`config.mk`:
```
export PLATFORM = sky130hd
export DESIGN_NAME = spi_bit_sequencer
export DESIGN_NICKNAME = d
export VERILOG_FILES = /design/src/rtl/spi_bit_sequencer.sv
export SDC_FILE = /design/constraint.sdc
export NUM_CORES = 1
export LEC_CHECK = 0
export CELL_PAD_IN_SITES_DETAIL_PLACEMENT = 0
export CELL_PAD_IN_SITES_GLOBAL_PLACEMENT = 1
export CORE_UTILIZATION = 30
export DETAILED_ROUTE_END_ITERATION = 10
export PLACE_DENSITY_LB_ADDON = 0.2
export SLEW_MARGIN = 0
export SYNTH_ARGS = -nofsm -noshare
export SYNTH_HDL_FRONTEND = slang
export SYNTH_SLANG_ARGS = --single-unit
```
`constraint.sdc`:
```
create_clock -name clk -period 3.8 [get_ports clk]
set_input_delay 0.76 -clock clk [delete_from_list [all_inputs] [get_ports clk]]
set_output_delay 0.76 -clock clk [all_outputs]
set_load 0.1 [all_outputs]
```
`src/rtl/spi_bit_sequencer.sv`:
```
// SPI mode-0 master sequencer: latches a byte, walks the downstream 8:1 bit-mux select,
// generates SCLK/CS_N and shifts MISO into a receive byte.
module spi_bit_sequencer #(
    parameter int unsigned CLK_DIV   = 4,
    parameter int unsigned CS_SETUP  = 2,
    parameter bit          MSB_FIRST = 1'b1
) (
    input  logic       clk,
    input  logic       reset_n,
    input  logic       start,
    input  logic [7:0] tx_byte,
    input  logic       miso,
    output logic [7:0] tx_latch,
    output logic [2:0] sel,
    output logic       sclk,
    output logic       cs_n,
    output logic       busy,
    output logic       done,
    output logic [7:0] rx_byte
);

    typedef enum logic [2:0] {
        S_IDLE,
        S_SETUP,
        S_SHIFT_LO,
        S_SHIFT_HI,
        S_HOLD,
        S_DONE
    } state_t;

    localparam logic [7:0] DIV_LAST  = 8'(CLK_DIV - 1);
    localparam logic [7:0] CS_LAST   = 8'(CS_SETUP - 1);
    localparam logic [2:0] SEL_FIRST = MSB_FIRST ? 3'd7 : 3'd0;

    state_t     r_state;
    logic [7:0] r_div_cnt;
    logic [7:0] r_cs_cnt;
    logic [2:0] r_bit_cnt;
    logic [7:0] r_rx_sh;
    logic [7:0] r_tx_latch;
    logic [2:0] r_sel;
    logic       r_sclk;
    logic       r_cs_n;
    logic       r_busy;
    logic       r_done;
    logic [7:0] r_rx_byte;

    state_t     w_state_next;
    logic [7:0] w_div_cnt_next;
    logic [7:0] w_cs_cnt_next;
    logic [2:0] w_bit_cnt_next;
    logic [7:0] w_rx_sh_next;
    logic [7:0] w_tx_latch_next;
    logic [2:0] w_sel_next;
    logic       w_sclk_next;
    logic       w_cs_n_next;
    logic       w_busy_next;
    logic       w_done_next;
    logic [7:0] w_rx_byte_next;

    always_ff @(posedge clk or negedge reset_n) begin
        if (!reset_n) begin
            r_state    <= S_IDLE;
            r_div_cnt  <= '0;
            r_cs_cnt   <= '0;
            r_bit_cnt  <= '0;
            r_rx_sh    <= '0;
            r_tx_latch <= '0;
            r_sel      <= '0;
            r_sclk     <= 1'b0;
            r_cs_n     <= 1'b1;
            r_busy     <= 1'b0;
            r_done     <= 1'b0;
            r_rx_byte  <= '0;
        end else begin
            r_state    <= w_state_next;
            r_div_cnt  <= w_div_cnt_next;
            r_cs_cnt   <= w_cs_cnt_next;
            r_bit_cnt  <= w_bit_cnt_next;
            r_rx_sh    <= w_rx_sh_next;
            r_tx_latch <= w_tx_latch_next;
            r_sel      <= w_sel_next;
            r_sclk     <= w_sclk_next;
            r_cs_n     <= w_cs_n_next;
            r_busy     <= w_busy_next;
            r_done     <= w_done_next;
            r_rx_byte  <= w_rx_byte_next;
        end
    end

    // Next values of every register are computed here so all outputs stay registered.
    always_comb begin
        w_state_next    = r_state;
        w_div_cnt_next  = r_div_cnt;
        w_cs_cnt_next   = r_cs_cnt;
        w_bit_cnt_next  = r_bit_cnt;
        w_rx_sh_next    = r_rx_sh;
        w_tx_latch_next = r_tx_latch;
        w_sel_next      = r_sel;
        w_sclk_next     = r_sclk;
        w_cs_n_next     = r_cs_n;
        w_busy_next     = r_busy;
        w_done_next     = r_done;
        w_rx_byte_next  = r_rx_byte;

        case (r_state)
            S_IDLE: begin
                if (start) begin
                    w_tx_latch_next = tx_byte;
                    w_sel_next      = SEL_FIRST;
                    w_cs_n_next     = 1'b0;
                    w_busy_next     = 1'b1;
                    w_cs_cnt_next   = '0;
                    w_div_cnt_next  = '0;
                    w_bit_cnt_next  = '0;
                    w_rx_sh_next    = '0;
                    w_state_next    = S_SETUP;
                end
            end
            S_SETUP: begin
                if (r_cs_cnt == CS_LAST) begin
                    w_cs_cnt_next  = '0;
                    w_div_cnt_next = '0;
                    w_state_next   = S_SHIFT_LO;
                end else begin
                    w_cs_cnt_next = r_cs_cnt + 8'd1;
                end
            end
            S_SHIFT_LO: begin
                if (r_div_cnt == DIV_LAST) begin
                    w_div_cnt_next = '0;
                    w_sclk_next    = 1'b1;
                    w_rx_sh_next   = MSB_FIRST ? {r_rx_sh[6:0], miso} : {miso, r_rx_sh[7:1]};
                    w_state_next   = S_SHIFT_HI;
                end else begin
                    w_div_cnt_next = r_div_cnt + 8'd1;
                end
            end
            S_SHIFT_HI: begin
                // sel only moves on the falling SCLK edge so MOSI settles a full half-period early.
                if (r_div_cnt == DIV_LAST) begin
                    w_div_cnt_next = '0;
                    w_sclk_next    = 1'b0;
                    if (r_bit_cnt == 3'd7) begin
                        w_cs_cnt_next = '0;
                        w_state_next  = S_HOLD;
                    end else begin
                        w_bit_cnt_next = r_bit_cnt + 3'd1;
                        w_sel_next     = MSB_FIRST ? r_sel - 3'd1 : r_sel + 3'd1;
                        w_state_next   = S_SHIFT_LO;
                    end
                end else begin
                    w_div_cnt_next = r_div_cnt + 8'd1;
                end
            end
            S_HOLD: begin
                if (r_cs_cnt == CS_LAST) begin
                    w_cs_cnt_next  = '0;
                    w_cs_n_next    = 1'b1;
                    w_rx_byte_next = r_rx_sh;
                    w_done_next    = 1'b1;
                    w_state_next   = S_DONE;
                end else begin
                    w_cs_cnt_next = r_cs_cnt + 8'd1;
                end
            end
            S_DONE: begin
                w_done_next  = 1'b0;
                w_busy_next  = 1'b0;
                w_state_next = S_IDLE;
            end
            default: begin
                w_state_next = S_IDLE;
            end
        endcase
    end

    assign tx_latch = r_tx_latch;
    assign sel      = r_sel;
    assign sclk     = r_sclk;
    assign cs_n     = r_cs_n;
    assign busy     = r_busy;
    assign done     = r_done;
    assign rx_byte  = r_rx_byte;

endmodule

```
**Word-level counts from Yosys, hierarchy flattened**

Index checks and enable logic that the tools add are counted.

- Register bits: 53
- Logic and storage cells: 87
- Output and inout bits: 23

- Eq/ne operators: 15
- Reductions and logical operators: 22
- Mux-type cells: 34
- Add/subtract/negate cells: 4

Operator list:

| kind | number |
|---|---|
| 2-to-1 mux 8 bit | 7 |
| one-hot mux 8 bit (3 select lines) | 2 |
| 2-to-1 mux 3 bit | 12 |
| adder 8 x 1 -> 8 bit, second input constant | 2 |
| one-hot mux 8 bit (2 select lines) | 1 |
| one-hot mux 3 bit (5 select lines) | 1 |
| inequality test 2 bit, second input constant | 7 |
| one-hot mux 3 bit (2 select lines) | 2 |
| AND reduction 3 bit | 4 |
| nonzero test 2 bit | 6 |
| == test 3 bit, second input constant | 3 |
| == test 8 x 1 -> 1 bit, second input constant | 1 |
| == test 8 x 2 -> 1 bit, second input constant | 1 |
| one-hot mux 1 bit (2 select lines) | 4 |
| AND reduction 2 bit | 4 |
| AND reduction 4 bit | 2 |
| == test 3 x 2 -> 1 bit, second input constant | 2 |
| nonzero test 3 bit | 2 |
| 2-to-1 mux 1 bit | 5 |
| AND reduction 5 bit | 1 |
| OR reduction 2 bit | 2 |
| adder 3 x 1 -> 3 bit, second input constant | 1 |
| == test 3 x 1 -> 1 bit, second input constant | 1 |
| zero test 3 bit | 1 |
| subtractor 3 x 1 -> 3 bit, second input constant | 1 |

**Depth between registers and ports, before layout**

Gate-level depths: netlist (run 1).

- Depth after elaboration: 4
- Mapped depth: 7

**Worst setup path before layout (run 1)**

Ideal clock, no wire load.

- Path type: register to register
- Start: register r_bit_cnt[0]
- End: register r_sel[1] (netlist: sel[1])
- Data required time: 3674 ps
- Stages on the path, launching flop included: 7
- Setup slack: 1906 ps
- Period minus slack after synthesis: 1894 ps
- Library setup time: 126 ps
- Arrival time: 1769 ps
- Cells stage by stage: dfrtp_1 -> ha_1 -> ha_1 -> and3b_1 -> o21ai_0 -> a21oi_1 -> mux2_2

- Longest elaborated chain between the ends: 3

Ends and longest elaborated chain:

| element | RTL line | source |
|---|---|---|
| from (decl) | 38 | `logic [2:0] r_bit_cnt;` |
| from (signal assigned) | 79 | `r_bit_cnt <= w_bit_cnt_next;` |
| == test 3 bit | 144 | `if (r_bit_cnt == 3'd7) begin` |
| inequality test 2 bit (no source line) | - |  |
| AND reduction 4 bit (no source line) | - |  |
| to (signal assigned) | 82 | `r_sel <= w_sel_next;` |
| to (decl) | 41 | `logic [2:0] r_sel;` |

No other way between the ends.
A chain may end at the register's enable or synchronous reset.

**Worst setup path after layout (run 1)**

- Start: register r_cs_n (netlist: cs_n)
- End: output cs_n

RTL lines:

| element | RTL line | source |
|---|---|---|
| from (decl) | 43 | `logic r_cs_n;` |
| from (signal assigned) | 84 | `r_cs_n <= w_cs_n_next;` |
| to (decl) | 16 | `output logic cs_n,` |

No word-level cell between the ends.

==> results of run 1 <==
registers in the layout, summed over array words and instances (netlist names):
signal	count
busy	1
cs_n	1
done	1
r_bit_cnt	3
r_cs_cnt	8
r_div_cnt	8
r_rx_sh	8
r_state	3
rx_byte	8
sclk	1
sel	3
tx_latch	8
through the flow:
step / hold slack [ns] / utilization [%]
floorplan: 0.4569 / -
global placement: 0.4652 / 36.62
detailed placement: 0.4713 / 36.62
CTS: 0.4953 / 37.71
global route: 0.5166 / 37.71
finish: 0.4863 / 37.71
how the worst max path moves through the flow:
stage              to  slack (ns)  cells after the start
2_1_floorplan  sel[1]        1.91                      6
3_3_place_gp   sel[1]        1.18                      5
3_5_place_dp   sel[1]        1.12                      5
4_1_cts          cs_n        1.05                      1
5_1_grt          cs_n        1.03                      1
6_report         cs_n        1.06                      1
routing by layer:
metal	GRT usage (%)	part of all wire [%]	vias to the layer above
met2	20.38	47	21
li1	-	-	958
met4	4.167	1.2	0
met3	2.415	2.0	8
met5	0	0	-
met1	18.49	50	927
cell families (layout without fill, tap and decap cells):
logic type / Yosys count / count (layout) / synth area share (%)
buf+inv: 29 / 64 / 4.411
mux: 22 / 22 / 9.016
flops: 53 / 53 / 51.43
simple gates: 82 / 82 / 17.11
compound gates: 57 / 57 / 14.11
xor+xnor: 3 / 3 / 1.018
fa+ha+maj: 6 / 6 / 2.908
final cells by class:
cell class | instances | area, um2
clock buffers | 5 | 68.82
clock inverters | 3 | 21.27
fillers | 831 | 5144
inverters | 20 | 75.07
multi-input cells | 170 | 1140
flip-flops and latches | 53 | 1328
well taps | 105 | 131.4
repair buffers | 36 | 350.3
power groups by stage:
stage               logic, mW  registers [mW]  clock network, mW
global route             1.14           0.900              0.363
floorplan               0.421            1.28                  0
CTS                      1.07           0.877              0.345
detailed placement       1.07           0.887                  0
finish                   1.06           0.872              0.331
global placement         1.06           0.883                  0
cell usage in the layout (no fill, tap or decap), types with 4 or more instances in the layout:
cell type and instances:
sky130_fd_sc_hd__mux2_2 10, sky130_fd_sc_hd__mux2i_1 12, sky130_fd_sc_hd__nand2b_1 5, sky130_fd_sc_hd__nor2_1 12
sky130_fd_sc_hd__clkdlybuf4s50_1 33, sky130_fd_sc_hd__nand2_1 32, sky130_fd_sc_hd__ha_1 6, sky130_fd_sc_hd__o21ai_0 21
sky130_fd_sc_hd__nand3_1 6, sky130_fd_sc_hd__clkbuf_8 5, sky130_fd_sc_hd__a21oi_1 10, sky130_fd_sc_hd__dfrtp_1 52
sky130_fd_sc_hd__nor3_1 4, sky130_fd_sc_hd__inv_1 20, sky130_fd_sc_hd__a31oi_1 7
==> flow_metrics.tcl, run 1 <==
set metrics [dict create \
    run_status "complete, no violations" \
    clock_power_share_pct 14.7 \
    die_w_um 94.76 \
    postSynthAreaPerCell_um2 10.24 \
    antennaDiodeCount 0 \
    crit_path_max_incr_delay_ns 1.13 \
    synth_area_um2 2581 \
    dr.first_iter.drc_count 56 \
    clockBufferDepth 2 \
    cpLargestDelayFamily "buffers and inverters" \
    crit_fanout 2 \
    comb_pwr_share_pct 46.7 \
    synthTopCellsByArea "sky130_fd_sc_hd__dfrtp_1 50%, sky130_fd_sc_hd__mux2i_1 4.7%, sky130_fd_sc_hd__nand2_1 4.7%, sky130_fd_sc_hd__mux2_2 4.4%, sky130_fd_sc_hd__o21ai_0 4.1%" \
    hold-path-cell-count 1 \
    crit_path_start "cs_n" \
    areaGrowthSynthToFinish_pct 20.65 \
    synthDominantAreaCellType "sky130_fd_sc_hd__dfrtp_1" \
    post_cts.repair.setup_buffers 0 \
    insertion_delay_ns 0.31 \
    clock_sinks 53 \
    antenna_found_initial 0 \
    power.ir.vdd_worst_mv 0.4267 \
    ff2ff_setup_slack_ns 1.67 \
    dp.final_hpwl_um 3602 \
    switchingPower_mw 1.078 \
    critical_path_cell_by_cell "clkdlybuf4s50_1" \
    clock.fmax_ghz 0.3652 \
    cts-root-buf "sky130_fd_sc_hd__clkbuf_8" \
    synth_enable_flop_cells 0 \
    grt_util_all_layers_pct 13.16 \
    yosys-top-cells-count "52 x sky130_fd_sc_hd__dfrtp_1, 32 x sky130_fd_sc_hd__nand2_1, 21 x sky130_fd_sc_hd__o21ai_0, 20 x sky130_fd_sc_hd__inv_1" \
    tritoncts "built" \
    gp_congestion 0.6968 \
    timing.hold.worst_endpoint "r_bit_cnt[0]" \
    tns_ns 0 \
    synth.distinct_cells 44 \
    drt-vias-per-instance 4.883 \
    worst_setup_hold_path_clk_slew_ns 0.10 \
    worst_slew_margin_rel_pct 33.69 \
    timing.setup.critical_path_class "reg2out" \
    worst_clock_skew_ns 0.005356 \
    setup-violations-final 0 \
    port_buffers 34 \
    yosys_register_bits 53 \
    number_of_buffer_and_inverter_instances_along_the_worst_setup_path 1 \
    synth_flop_cell "sky130_fd_sc_hd__dfrtp_1" \
    number_of_buffers_inserted_during_clock_tree_synthesis 5 \
    floorplan.initialDensity_pct 31.26 \
    cts_resized 0 \
    post-synth-top-count-cell "sky130_fd_sc_hd__dfrtp_1" \
    synth_top_area_share_pct 50.41 \
    post-route-cell-area_um2 3114 \
    remaining_drc_errors 0 \
    instances_no_fill 392 \
    detail_route.first_pass.iterations 4 \
    worstReg2RegEnd "r_cs_cnt[7]" \
    rows 33 \
    grt_start_max_net_pins 37 \
    synth.net_count 270 \
    synth_cells 252 \
    slew_viol_final 0 \
    cp.arrival_ns 1.98 \
    vias 1914 \
    period_needed_ns 2.738 \
    r2r.worst_path.cells 4 \
    ant_nets 0 \
    finalWirelength_um 5313 \
    unrepaired_setup_endpoints_after_global_routing "false" \
    via_count_of_the_first_global_routing_pass 1874 \
    cts_htree_levels 2 \
    min-delay-start "r_bit_cnt[0]" \
    post_route_cells_drive_above_1_share_pct 10.10 \
    final_nets 304 \
    die-area_um2 8979 \
    switching_share_pct 47.71 \
    internal_power_component_mw 1.182 \
    critical_path.endpoint_type "output pin" \
    floorplan.io_pins 35 \
    sequential_share_of_power_pct 38.6 \
    worstMarginPinSlew_ns 0.9916 \
    min_path_type "reg2reg" \
    number_of_warnings_reported_in_the_yosys_synthesis_log 0 \
    synth_sequential_area_ratio_pct 51.43 \
    finalHoldViolCount 0 \
    floorplan.die.height_um 94.76 \
    power_mw 2.260 \
    coreArea_um2 8258 \
    cts_hold_repair.buffers 0 \
    overflow 0 \
    detail_route.wl_per_cell_um 13.55 \
    cap_violations 0 \
    place_inst 384 \
    placed_cell_area_um2 3024 \
    worst_setup_path_start_kind "flip-flop" \
    p_leak_nw 1.336 \
    timing.critical_path.required_ns 3.04 \
    layout_worst_path_cycle_share_pct 72.05 \
    synthArstFlopShare_pct 100.0 \
    postLayoutSetupSlackWorst_ns 1.062 \
    reg2reg_launch_point "r_state[0]" \
    preCtsSetupSlack_ns 1.122 \
    critical_path.slowest_cell "sky130_fd_sc_hd__clkdlybuf4s50_1" \
    power_density_nw_per_um2 725.6 \
    first_pass_grt_wire_length_um 9163 \
]
No activity file was read; power rests on OpenSTA's default activity.
==> run 2: changes to the inputs <==
==> constraint.sdc (replaced) <==
create_clock -name clk -period 2.3 [get_ports clk]
set_input_delay 0.46 -clock clk [delete_from_list [all_inputs] [get_ports clk]]
set_output_delay 0.46 -clock clk [all_outputs]
set_load 0.1 [all_outputs]
==> flow_metrics.tcl, run 2 (synthesis gave the netlist of run 1 again) <==
set metrics [dict create \
    overflow 0 \
    grt_start_max_net_pins 54 \
    remaining_drc_errors 0 \
    most_frequent_standard_cell_in_the_layout_excluding_fill_and_tap_cells "sky130_fd_sc_hd__dfrtp_1" \
    layout_worst_path_cycle_share_pct 86.30 \
    coreArea_um2 8258 \
    tritoncts "built" \
    via_count_of_the_first_global_routing_pass 1869 \
    preCtsSetupSlack_ns 0.08058 \
    min_path_type "in2async" \
    filler_cell_count 846 \
    run_status "complete, no violations" \
    gp_congestion 0.6891 \
    cts_hold_repair.buffers 0 \
    globalRouteMet2Util_pct 20.44 \
    die-area_um2 8979 \
    instances_no_fill 403 \
    worstMarginPinSlew_ns 0.6327 \
    critical_path.endpoint_type "flip-flop" \
    finalHoldViolCount 0 \
    layout.cells.most_common_list "52 x sky130_fd_sc_hd__dfrtp_1, 35 x sky130_fd_sc_hd__buf_4, 32 x sky130_fd_sc_hd__nand2_1" \
    insertion_delay_ns 0.30 \
    place_inst 395 \
    critical_path_cell_by_cell "ha_1, nor4b_4, a31oi_1, or3_1, mux2i_1" \
    detail_route.wl_per_cell_um 13.09 \
    post_cts.repair.setup_buffers 0 \
    met3_global_route_usage_pct 2.657 \
    first_pass_grt_wire_length_um 8811 \
    crit_path_max_incr_delay_ns 0.55 \
    power_density_nw_per_um2 1207 \
    port_buffers 34 \
    worst_clock_skew_ns 0.006174 \
    power.ir.vdd_worst_mv 0.9002 \
    slew_viol_final 0 \
    dr.first_iter.drc_count 60 \
    setup-violations-final 0 \
    cp.arrival_ns 2.16 \
    floorplan.die.height_um 94.76 \
    rows 33 \
    grt_use_met1_pct 16.65 \
    unrepaired_setup_endpoints_after_global_routing "false" \
    cts_resized 0 \
    cap_violations 0 \
    tns_ns 0 \
    crit_fanout 8 \
    final_nets 315 \
    number_of_buffers_inserted_during_clock_tree_synthesis 5 \
    hold_ws_ns 0.1403 \
    worst_slew_margin_rel_pct 57.82 \
    vias 1963 \
    die_w_um 94.76 \
    grt_util_all_layers_pct 12.55 \
    antennaDiodeCount 0 \
    floorplan.io_pins 35 \
    period_needed_ns 1.985 \
    worst_setup_hold_path_clk_slew_ns 0.09 \
    layout.core_utilization_pct 38.21 \
    areaGrowthSynthToFinish_pct 22.25 \
    ant_nets 0 \
    postLayoutSetupSlackWorst_ns 0.3152 \
    cpLargestDelayFamily "simple AND/OR/NAND/NOR gates" \
    detail_route.first_pass.iterations 4 \
    clockBufferDepth 2 \
    worst_setup_path_start_kind "flip-flop" \
    clock.fmax_ghz 0.5038 \
    number_of_buffer_and_inverter_instances_along_the_worst_setup_path 0 \
    timing.setup.critical_path_class "reg2reg" \
    globalRoute.busiestLayer "met2" \
    cts-root-buf "sky130_fd_sc_hd__clkbuf_8" \
    post_route_cells_drive_above_1_share_pct 20.81 \
    floorplan.initialDensity_pct 31.26 \
    antenna_found_initial 0 \
    cts_htree_levels 2 \
    drt-vias-per-instance 4.871 \
    timing.critical_path.required_ns 2.47 \
    clock_sinks 53 \
    finalWirelength_um 5277 \
    critical_path.slowest_cell "sky130_fd_sc_hd__or3_1" \
    p_leak_nw 1.405 \
    dp.final_hpwl_um 3631 \
]
run 2: where the power goes:
group          total (mW)  switching (mW)  leakage [nW]  internal (mW)
Combinational        1.83            1.24         0.721          0.593
Sequential           1.43           0.236         0.639           1.19
Clock               0.545           0.299        0.0445          0.245
Total                3.81            1.78          1.40           2.03
run 2: final cells by class:
| cell class | instances | area [um2] | share of cell area (%) |
|---|---|---|---|
| timing repair buffer | 47 | 387.9 | 12.29 |
| inverter | 20 | 75.07 | 2.379 |
| clock buffer | 7 | 86.33 | 2.736 |
| sequential | 53 | 1328 | 42.07 |
| multi-input combinational | 170 | 1140 | 36.12 |
| clock inverter | 1 | 7.507 | 0.2379 |
| tap | 105 | 131.4 | 4.163 |
run 2: per-stage QoR:
step	total power, mW	cell area, um2
after floorplan	2.803	2581
after global placement	3.296	3062
after detailed placement	3.302	3062
after CTS	3.866	3156
after global routing	4.048	3156
final	3.808	3156
run 2: final timing paths:
kind | slack [ns] | end | cells after the start | startpoint
max | 0.32 | r_rx_sh[3] | 5 | r_div_cnt[0]
max in group asynchronous | 1.85 | cs_n | 2 | reset_n
max reg2reg | 0.32 | r_rx_sh[3] | 5 | r_div_cnt[0]
min in group clk | 0.49 | rx_byte[4] | 2 | rx_byte[4]
min | 0.14 | r_cs_cnt[3] | 2 | reset_n
min reg2reg | 0.49 | rx_byte[4] | 2 | rx_byte[4]
run 2: layer usage:
metal  up-vias  wire, um
met5         -         0
met4         0        47
met3         4       143
met2        28      2577
met1       958      2509
li1        973         -
==> run 3: changes to the inputs <==
--- a/config.mk
+++ b/config.mk
@@ -9,6 +9,7 @@
 export CELL_PAD_IN_SITES_GLOBAL_PLACEMENT = 1
 export CORE_UTILIZATION = 30
 export DETAILED_ROUTE_END_ITERATION = 10
+export MAX_ROUTING_LAYER = met4
 export PLACE_DENSITY_LB_ADDON = 0.2
 export SLEW_MARGIN = 0
 export SYNTH_ARGS = -nofsm -noshare
==> constraint.sdc (replaced) <==
create_clock -name clk -period 1.8 [get_ports clk]
set_input_delay 0.36 -clock clk [delete_from_list [all_inputs] [get_ports clk]]
set_output_delay 0.36 -clock clk [all_outputs]
set_load 0.1 [all_outputs]
==> flow_metrics.tcl, run 3 (synthesis gave the netlist of run 1 again) <==
set metrics [dict create \
    clockBufferDepth 2 \
    most_frequent_standard_cell_in_the_layout_excluding_fill_and_tap_cells "sky130_fd_sc_hd__dfrtp_1" \
    worst_clock_skew_ns 0.009213 \
    worstMarginPinSlew_ns 0.4883 \
    worst_setup_path_start_kind "flip-flop" \
    postLayoutSetupSlackWorst_ns -0.04124 \
    dp.final_hpwl_um 4016 \
    worstReg2RegEnd "r_div_cnt[7]" \
    critical_path.endpoint_type "flip-flop" \
    remaining_drc_errors 0 \
    cap_violations 0 \
    critical_path.slowest_cell "sky130_fd_sc_hd__or4_4" \
    tritoncts "built" \
    power.ir.vdd_worst_mv 1.117 \
    switching_share_pct 43.85 \
    finalWirelength_um 5816 \
    p_leak_nw 1.713 \
    worst_setup_hold_path_clk_slew_ns 0.10 \
    insertion_delay_ns 0.30 \
    detail_route.first_pass.iterations 4 \
    layout.core_utilization_pct 46.23 \
    power_mw 5.771 \
    gp_congestion 0.7517 \
    run_status "complete, but fails checks" \
    power_density_nw_per_um2 1512 \
    ff2ff_setup_slack_ns -0.04 \
    detail_route.wl_per_cell_um 13.31 \
    number_of_buffers_inserted_during_clock_tree_synthesis 5 \
    worst_slew_margin_rel_pct 67.45 \
    die_w_um 94.76 \
    critical_path_cell_by_cell "inv_2, ha_4, nor4b_4, a311oi_4, or4_4, a21oi_2" \
    overflow 0 \
    cts_htree_levels 2 \
    switchingPower_mw 2.531 \
    r2r.worst_path.cells 6 \
    clock.fmax_ghz 0.5431 \
    areaGrowthSynthToFinish_pct 47.89 \
    internal_power_component_mw 3.241 \
    crit_fanout 5 \
    clock_sinks 53 \
    ant_nets 0 \
    setup-violations-final 2 \
    floorplan.io_pins 35 \
    die-area_um2 8979 \
    unrepaired_setup_endpoints_after_global_routing "true" \
    finalHoldViolCount 0 \
    crit_path_max_incr_delay_ns 0.55 \
    grt_start_max_net_pins 41 \
    sequential_share_of_power_pct 32.2 \
    rows 33 \
    period_needed_ns 1.841 \
    cts-root-buf "sky130_fd_sc_hd__clkbuf_8" \
    dr.first_iter.drc_count 70 \
    clock_power_share_pct 11.7 \
    timing.setup.critical_path_class "reg2reg" \
    coreArea_um2 8258 \
    antennaDiodeCount 0 \
    via_count_of_the_first_global_routing_pass 2103 \
    slew_viol_final 0 \
    layout.cells.most_common_list "51 x sky130_fd_sc_hd__dfrtp_1, 38 x sky130_fd_sc_hd__buf_4, 32 x sky130_fd_sc_hd__nand2_1" \
    first_pass_grt_wire_length_um 9722 \
    port_buffers 34 \
    reg2reg_launch_point "r_cs_cnt[1]" \
    drt-vias-per-instance 4.787 \
    post_route_cells_drive_above_1_share_pct 33.43 \
    violations "negative setup slack" \
    cp.arrival_ns 2.07 \
    layout_worst_path_cycle_share_pct 102.3 \
    antenna_found_initial 0 \
    final_nets 349 \
    min_path_type "in2async" \
    grt_util_all_layers_pct 14.22 \
    timing.critical_path.required_ns 2.03 \
    floorplan.die.height_um 94.76 \
    comb_pwr_share_pct 56.0 \
    floorplan.initialDensity_pct 31.26 \
    vias 2092 \
]
run 3: worst max-delay path by stage:
stage | start | end | slack [ns] | depth (start not counted)
floorplan | r_bit_cnt[0] | sel[1] | 0.007 | 6
global placement | start | r_div_cnt[1] | -0.24 | 5
detailed placement | start | r_div_cnt[6] | -0.31 | 5
CTS | r_cs_cnt[1] | r_div_cnt[7] | -0.03 | 6
global route | r_cs_cnt[1] | r_div_cnt[7] | -0.14 | 6
finish | r_cs_cnt[1] | r_div_cnt[7] | -0.04 | 6
run 3: final cells by class:
cell class	count	area, um2
multi-input cells	171	1239
fillers	792	4441
flip-flops and latches	53	1329
clock inverters	3	21.27
clock buffers	5	68.82
repair buffers	80	953.4
inverters	20	75.07
well taps	105	131.4
run 3: critical path, delay by kind of cell, from the launching register on:
kind | cells | cell delay, ns
compound gates | 2 | 0.31
fa+ha+maj | 1 | 0.12
buf+inv | 1 | 0.08
flops | 1 | 0.40
simple gates | 2 | 0.87
run 3: metrics by stage:
stage                     worst slack, ns  instance area [um2]  TNS (ns)  hold slack, ns  std cells
after detailed placement          -0.3137                 3563    -5.028          0.3003        421
after global placement            -0.2443                 3563    -4.061          0.3014        421
after floorplan                  0.007248                 2587         0         0.06441        252
after global routing              -0.1436                 3817   -0.4108          0.5443        437
after CTS                        -0.02622                 3706  -0.05500          0.4906        433
final                            -0.04124                 3817  -0.04367          0.5153        437
run 3: per-layer routing:
metal | wire, um | global-route usage (%) | vias up
met5 | 0 | - | -
met4 | 4 | 3.409 | 0
met3 | 170 | 2.738 | 2
met2 | 2853 | 22.90 | 30
met1 | 2788 | 18.40 | 1009
li1 | - | - | 1051
run 3: what timing repair did:
action                                  CTS  global route
gates resized for setup                   3            26
hold buffers                              1             0
endpoints found under the hold margin    13             0
pin swaps                                 2            10
buffers inserted                          2             3
cloned                                    1             1
endpoints found under the setup margin    6            38
run 3: power groups by stage:
stage	Sequential (mW)	Clock, mW	Combinational (mW)
floorplan	2.69	0	0.901
global placement	1.86	0	3.00
detailed placement	1.86	0	3.04
CTS	1.85	0.725	3.10
global route	1.91	0.767	3.45
finish	1.86	0.677	3.23
